===== config.mk =====
export PLATFORM = sky130hd
export DESIGN_NAME = mem_arbiter
export DESIGN_NICKNAME = d
export VERILOG_FILES = /design/src/rtl/mem_arbiter_pkg.sv /design/src/rtl/mem_arbiter_rr_arb2.sv /design/src/rtl/mem_arbiter.sv
export SDC_FILE = /design/constraint.sdc
export NUM_CORES = 1
export LEC_CHECK = 0
export ABC_CLOCK_PERIOD_IN_PS = 1670
export CAP_MARGIN = 20
export CORE_MARGIN = 3
export CORE_UTILIZATION = 39
export DETAILED_ROUTE_END_ITERATION = 10
export GPL_ROUTABILITY_DRIVEN = 0
export GPL_TIMING_DRIVEN = 0
export PLACE_DENSITY_LB_ADDON = 0.12
export REMOVE_ABC_BUFFERS = 1
export SLEW_MARGIN = 30
export SYNTH_ARGS = -nofsm -noshare
export SYNTH_HDL_FRONTEND = slang
export SYNTH_SLANG_ARGS = --single-unit

===== constraint.sdc =====
create_clock -name clock -period 1.67 [get_ports clock]
set_input_delay 0.167 -clock clock [delete_from_list [all_inputs] [get_ports clock]]
set_output_delay 0.167 -clock clock [all_outputs]
set_load 0.01 [all_outputs]

===== src/rtl/mem_arbiter_pkg.sv =====
// Shared definitions for the two-port memory arbiter: FSM encoding,
// requester IDs and the supported read-latency range.
package mem_arbiter_pkg;

  typedef enum logic [2:0] {
    ST_IDLE    = 3'd0,
    ST_ISSUE   = 3'd1,
    ST_WAIT    = 3'd2,
    ST_CAPTURE = 3'd3,
    ST_DONE    = 3'd4
  } state_e;

  localparam logic REQ_F = 1'b0;
  localparam logic REQ_D = 1'b1;

  localparam int RD_LAT_MIN = 1;
  localparam int RD_LAT_MAX = 7;

endpackage


===== src/rtl/mem_arbiter_rr_arb2.sv =====
// Combinational 2-way round-robin picker: on contention the port that was
// not served last wins.
module rr_arb2
  import mem_arbiter_pkg::*;
(
  input  logic f_req,
  input  logic d_req,
  input  logic last_served,
  output logic winner,
  output logic any
);

  // Pick the winner; a lone requester always wins
  always_comb begin
    any    = f_req | d_req;
    winner = REQ_F;
    if (f_req && d_req) begin
      winner = (last_served == REQ_F) ? REQ_D : REQ_F;
    end else if (d_req) begin
      winner = REQ_D;
    end else begin
      winner = REQ_F;
    end
  end

endmodule


===== src/rtl/mem_arbiter.sv =====
// Shares one synchronous memory between instruction fetch (F) and data
// access (D); serialises accesses and absorbs the fixed read latency.
module mem_arbiter
  import mem_arbiter_pkg::*;
#(
  parameter int DATA_W = 16,
  parameter int ADDR_W = 7,
  parameter int RD_LAT = 1
) (
  input  logic              clock,
  input  logic              reset,
  input  logic              f_req,
  input  logic [ADDR_W-1:0] f_addr,
  output logic              f_gnt,
  output logic              f_valid,
  output logic [DATA_W-1:0] f_rdata,
  input  logic              d_req,
  input  logic              d_we,
  input  logic [ADDR_W-1:0] d_addr,
  input  logic [DATA_W-1:0] d_wdata,
  output logic              d_gnt,
  output logic              d_valid,
  output logic [DATA_W-1:0] d_rdata,
  output logic              mem_en,
  output logic              mem_we,
  output logic [ADDR_W-1:0] mem_addr,
  output logic [DATA_W-1:0] mem_wdata,
  input  logic [DATA_W-1:0] mem_rdata,
  output logic              busy
);

  localparam logic [2:0] CNT_LOAD = 3'(RD_LAT - 1);

  state_e     state_r;
  logic [2:0] cnt_r;
  logic       owner_r;
  logic       last_served_r;
  logic       winner_s;
  logic       any_s;

  rr_arb2 u_rr_arb2 (
    .f_req       (f_req),
    .d_req       (d_req),
    .last_served (last_served_r),
    .winner      (winner_s),
    .any         (any_s)
  );

  // Transaction FSM; every output is a register updated here
  always_ff @(posedge clock or negedge reset) begin
    if (!reset) begin
      state_r       <= ST_IDLE;
      cnt_r         <= 3'd0;
      owner_r       <= REQ_F;
      last_served_r <= REQ_D;
      f_gnt         <= 1'b0;
      f_valid       <= 1'b0;
      f_rdata       <= '0;
      d_gnt         <= 1'b0;
      d_valid       <= 1'b0;
      d_rdata       <= '0;
      mem_en        <= 1'b0;
      mem_we        <= 1'b0;
      mem_addr      <= '0;
      mem_wdata     <= '0;
      busy          <= 1'b0;
    end else begin
      f_gnt   <= 1'b0;
      d_gnt   <= 1'b0;
      f_valid <= 1'b0;
      d_valid <= 1'b0;
      mem_en  <= 1'b0;
      mem_we  <= 1'b0;
      case (state_r)
        ST_IDLE: begin
          if (any_s) begin
            owner_r <= winner_s;
            mem_en  <= 1'b1;
            busy    <= 1'b1;
            state_r <= ST_ISSUE;
            if (winner_s == REQ_D) begin
              mem_addr  <= d_addr;
              mem_we    <= d_we;
              mem_wdata <= d_wdata;
              d_gnt     <= 1'b1;
            end else begin
              mem_addr  <= f_addr;
              mem_we    <= 1'b0;
              f_gnt     <= 1'b1;
            end
          end else begin
            busy <= 1'b0;
          end
        end
        ST_ISSUE: begin
          // mem_we still holds this transaction's direction here
          if (mem_we) begin
            state_r <= ST_DONE;
            if (owner_r == REQ_D) begin
              d_valid <= 1'b1;
            end else begin
              f_valid <= 1'b1;
            end
          end else if (RD_LAT > 1) begin
            cnt_r   <= CNT_LOAD;
            state_r <= ST_WAIT;
          end else begin
            state_r <= ST_CAPTURE;
          end
        end
        ST_WAIT: begin
          cnt_r <= cnt_r - 3'd1;
          if (cnt_r == 3'd1) begin
            state_r <= ST_CAPTURE;
          end else begin
            state_r <= ST_WAIT;
          end
        end
        ST_CAPTURE: begin
          state_r <= ST_DONE;
          if (owner_r == REQ_D) begin
            d_rdata <= mem_rdata;
            d_valid <= 1'b1;
          end else begin
            f_rdata <= mem_rdata;
            f_valid <= 1'b1;
          end
        end
        ST_DONE: begin
          last_served_r <= owner_r;
          busy          <= 1'b0;
          state_r       <= ST_IDLE;
        end
        default: begin
          busy    <= 1'b0;
          state_r <= ST_IDLE;
        end
      endcase
    end
  end

endmodule


==> impl_summary.md <==
Placed design
The sum of net half-perimeters after detailed placement is 4.090 mm. The setup slack after placement is -0.3296 ns. Input and output buffers added on the ports amount to approximately 110. The post-placement cell area is 3973 µm².

After detailed placement, the design holds a cell count of 377.

Synthesis
In this run the cell area of the synthesized design comes to ~2800 µm². Of the post-synthesis cell area, the dominant cell type holds 0.6161. For this run, the register share of the synthesized area comes to 0.6254. The average instance area after synthesis is about 16 µm². The cell count after synthesis came out at between 150 and 200. For this run, asynchronously set or reset flops after synthesis account for 1.000.

During synthesis, Yosys emitted a total of 0 warnings. The largest total area in the synthesized netlist belongs to sky130_fd_sc_hd__dfrtp_1. The number of enable-type register cells in the synthesized netlist is 0. After synthesis, the most frequently instantiated cells are sky130_fd_sc_hd__dfrtp_1, sky130_fd_sc_hd__mux2_2, sky130_fd_sc_hd__mux2_4. For this run, the leading register cell type out of synthesis is sky130_fd_sc_hd__dfrtp_1. After synthesis, the netlist uses 29 different library cells. The number of storage elements in the synthesis netlist is 70.

Sorting the synthesized cells by area gives the leading types as sky130_fd_sc_hd__dfrtp_1, sky130_fd_sc_hd__mux2_2, sky130_fd_sc_hd__mux2_4, sky130_fd_sc_hd__a221o_1, sky130_fd_sc_hd__o21a_1. By instance count, the leading cell after synthesis is sky130_fd_sc_hd__dfrtp_1.

Floorplan
The area of the die is between 8000 and 9000 µm². The floorplan step set the die height to just over 90 µm. The number of standard-cell rows in the floorplan is 30. The horizontal die dimension is between 90 and 100 µm. The placeable core area is ~6900 µm². The initial cell density of the core is 0.4080. The boundary pin count is around 110.

Timing
The slew at the pin closest to its max-slew limit is 0.6048 ns. The final hold slack is 0.2631 ns. The shortest period the worst path allows is roughly 1.7 ns. The peak clock frequency supported by timing is a little under 600 MHz. The share of the cycle needed by the critical path after routing is 1.034. The total negative slack is -0.8927 ns. Setup violations remaining at the end of the flow were counted as 31. The number of hold violations in the final report was 0. The worst-case clock skew is approximately 0.01 ns. The number of slew-limit violations in the final report came to 0.

Setup repair after global routing could not meet its margin everywhere. Across all setup checks in the final design, the least slack found is -0.05736 ns. The worst slew margin relative to its limit is 0.5953.

Clocking
The deepest level of the CTS H-tree is 3. TritonCTS built the clock tree. For this design, the sink count on the clock tree is 70.

The library cell used as clock root buffer is sky130_fd_sc_hd__clkbuf_8. Clock-pin slew was measured on the worst setup and hold paths at approximately 0.08 ns. The clock latency reported for the late side of the worst-skew pair is about 0.34 ns. The number of buffers created by CTS is 9. The longest clock path from root to sink contains 2 buffers. Post-CTS timing repair inserted 0 buffers for setup.

GRT
The first global-routing pass estimated between 10 and 15 mm of wire. The largest net degree at the start of global routing is 48. The aggregate global-route resource usage is 0.1600.

The via count of the first global-routing pass is just under 2000. Summed over all layers, the global routing overflow is 0. The initial antenna violation count is 0.

Detailed routing
In this run the remaining antenna-violating nets after routing total 0. The number of detailed-routing iterations run before antenna repair is 3. Dividing the detail-routed via count by the number of cells gives 4.742. The DRC marker count from the first detailed-route iteration is 48. The post-route DRC violation count is 0.

For this block, the routed nets add up to roughly 6.2 mm of wire. Detailed routing inserted a total of approximately 1900 vias. Dividing the detail-routed wire length by the instance count gives ~16 µm.

Run status
The flow ran to the end, but the final reports show violations. The final reports fail on setup timing.

Worst setup path
The critical path is of the flip-flop to flip-flop type. Data arrives at the worst endpoint at about 2.0 ns. The largest fanout of any net on the critical path is 9. The kind of end point of the critical path is a flip-flop.

STA classifies the critical path startpoint as a flip-flop. Data on the critical path is required at its endpoint by between 1.5 and 2 ns.

Finish
The final net count is 348. The number of non-filler instances in the completed layout is between 300 and 400. The area growth from synthesis to layout is 51.92%. The repair_antennas step left the layout with diodes totalling 0. The post-route cell area is 4258 µm². The fraction of final layout cells with drive strength greater than 1 is 0.2533.

Min path
The tightest min-delay check is of the input pin to asynchronous set/reset pin type.

Power and ir drop
The analysis attributes to cell leakage a power of ~1.8 nW. The highest ir drop seen on vdd is between 0.8 and 0.9 mV. For this design the ratio of total power to cell area is between 1500 and 2000 nW/µm².

Job
The number of max-capacitance violations reported is 0.
critical path, stage by stage (launching register included):
cell and delay [ns]:
sky130_fd_sc_hd__dfrtp_1 0.49, sky130_fd_sc_hd__nor3_2 0.42, sky130_fd_sc_hd__and3_2 0.39, sky130_fd_sc_hd__mux2_4 0.32
placed cells by master (no fill, tap or decap), drive strengths merged, types with 2 or more instances in the layout:
cell type	synthesis	final
mux2	49	49
nand2	3	3
nor3b	2	2
and3	2	4
o21a	9	9
xnor2	2	2
ha	2	2
clkdlybuf4s50	0	111
clkinv	0	2
inv	3	3
bufinv	0	3
buf	10	2
nand2b	2	2
dfrtp	69	69
a21oi	2	2
a221o	7	7
clkinvlp	0	2
and2	2	2
nor2	4	4
mux2i	2	2
clkbuf	1	9
state kept, by name (all words and copies together) (netlist names):
register       flops
d_rdata           16
last_served_r      1
mem_en             1
mem_we             1
mem_addr           7
d_gnt              1
f_rdata           16
owner_r            1
f_valid            1
f_gnt              1
d_valid            1
state_r            3
mem_wdata         16
busy               1
cnt_r              3
path summary, 6_finish.rpt:
path,start,to,slack (ns),cells after the start
max in group asynchronous,reset,last_served_r,0.82,3
worst max register to register,state_r[0],mem_wdata[2],-0.06,3
worst min-delay path,reset,f_rdata[8],0.26,2
worst min register to register,cnt_r[2],cnt_r[2],0.48,1
worst max-delay path,state_r[0],mem_wdata[2],-0.06,3
min in group clock,d_we,mem_we,0.38,2
kinds of logic (layout without fill, tap and decap cells):
family                     after synthesis  after routing  share of synthesized area
DFF                                     70             70                     0.6254
muxes                                   51             51                     0.2174
AOI/OAI and AO/OA                       20             20                    0.05714
and+or+nand+nor                         20             22                    0.04597
buffers and inverters                   14            133                    0.03884
adders and majority gates                2              2                   0.008927
xor gates and xnor gates                 2              2                   0.006251
layout make-up:
cell class | instances | area, µm²
sequential | 70 | 1753
multi-input combinational | 97 | 970.9
fill | 556 | 2611
inverter | 3 | 11.26
clock buffer | 9 | 123.9
tap | 96 | 120.1
timing repair buffer | 114 | 1156
clock inverter | 7 | 122.6
power breakdown:
group | total, W | switching [W] | internal, W
registers | 0.00303 | 0.000480 | 0.00255
clock network | 0.00165 | 0.000656 | 0.000996
logic | 0.00375 | 0.00137 | 0.00238
total | 0.00843 | 0.00250 | 0.00592
layer usage:
layer	wire length (µm)	global-route usage	up-vias
met3	619	0.06500	15
met1	2644	0.1969	905
met5	0	0	-
met4	160	0.08291	0
met2	2733	0.2415	88
li1	-	-	870
stage by stage:
stage	utilization	power [W]
finish	0.6199	0.008426
global route	0.6199	0.008971
CTS	0.6197	0.008567
detailed placement	0.5783	0.006793
global placement	0.5745	0.006727
floorplan	-	0.004822
repair_timing:
item,in CTS,in global routing
setup endpoints to repair,41,55
endpoints found under the hold margin,23,0
gates resized for setup,3,1
cloned,2,0
pin swaps,1,0
hold buffers,1,0
Note: power is estimated with default switching activity, not from simulation.
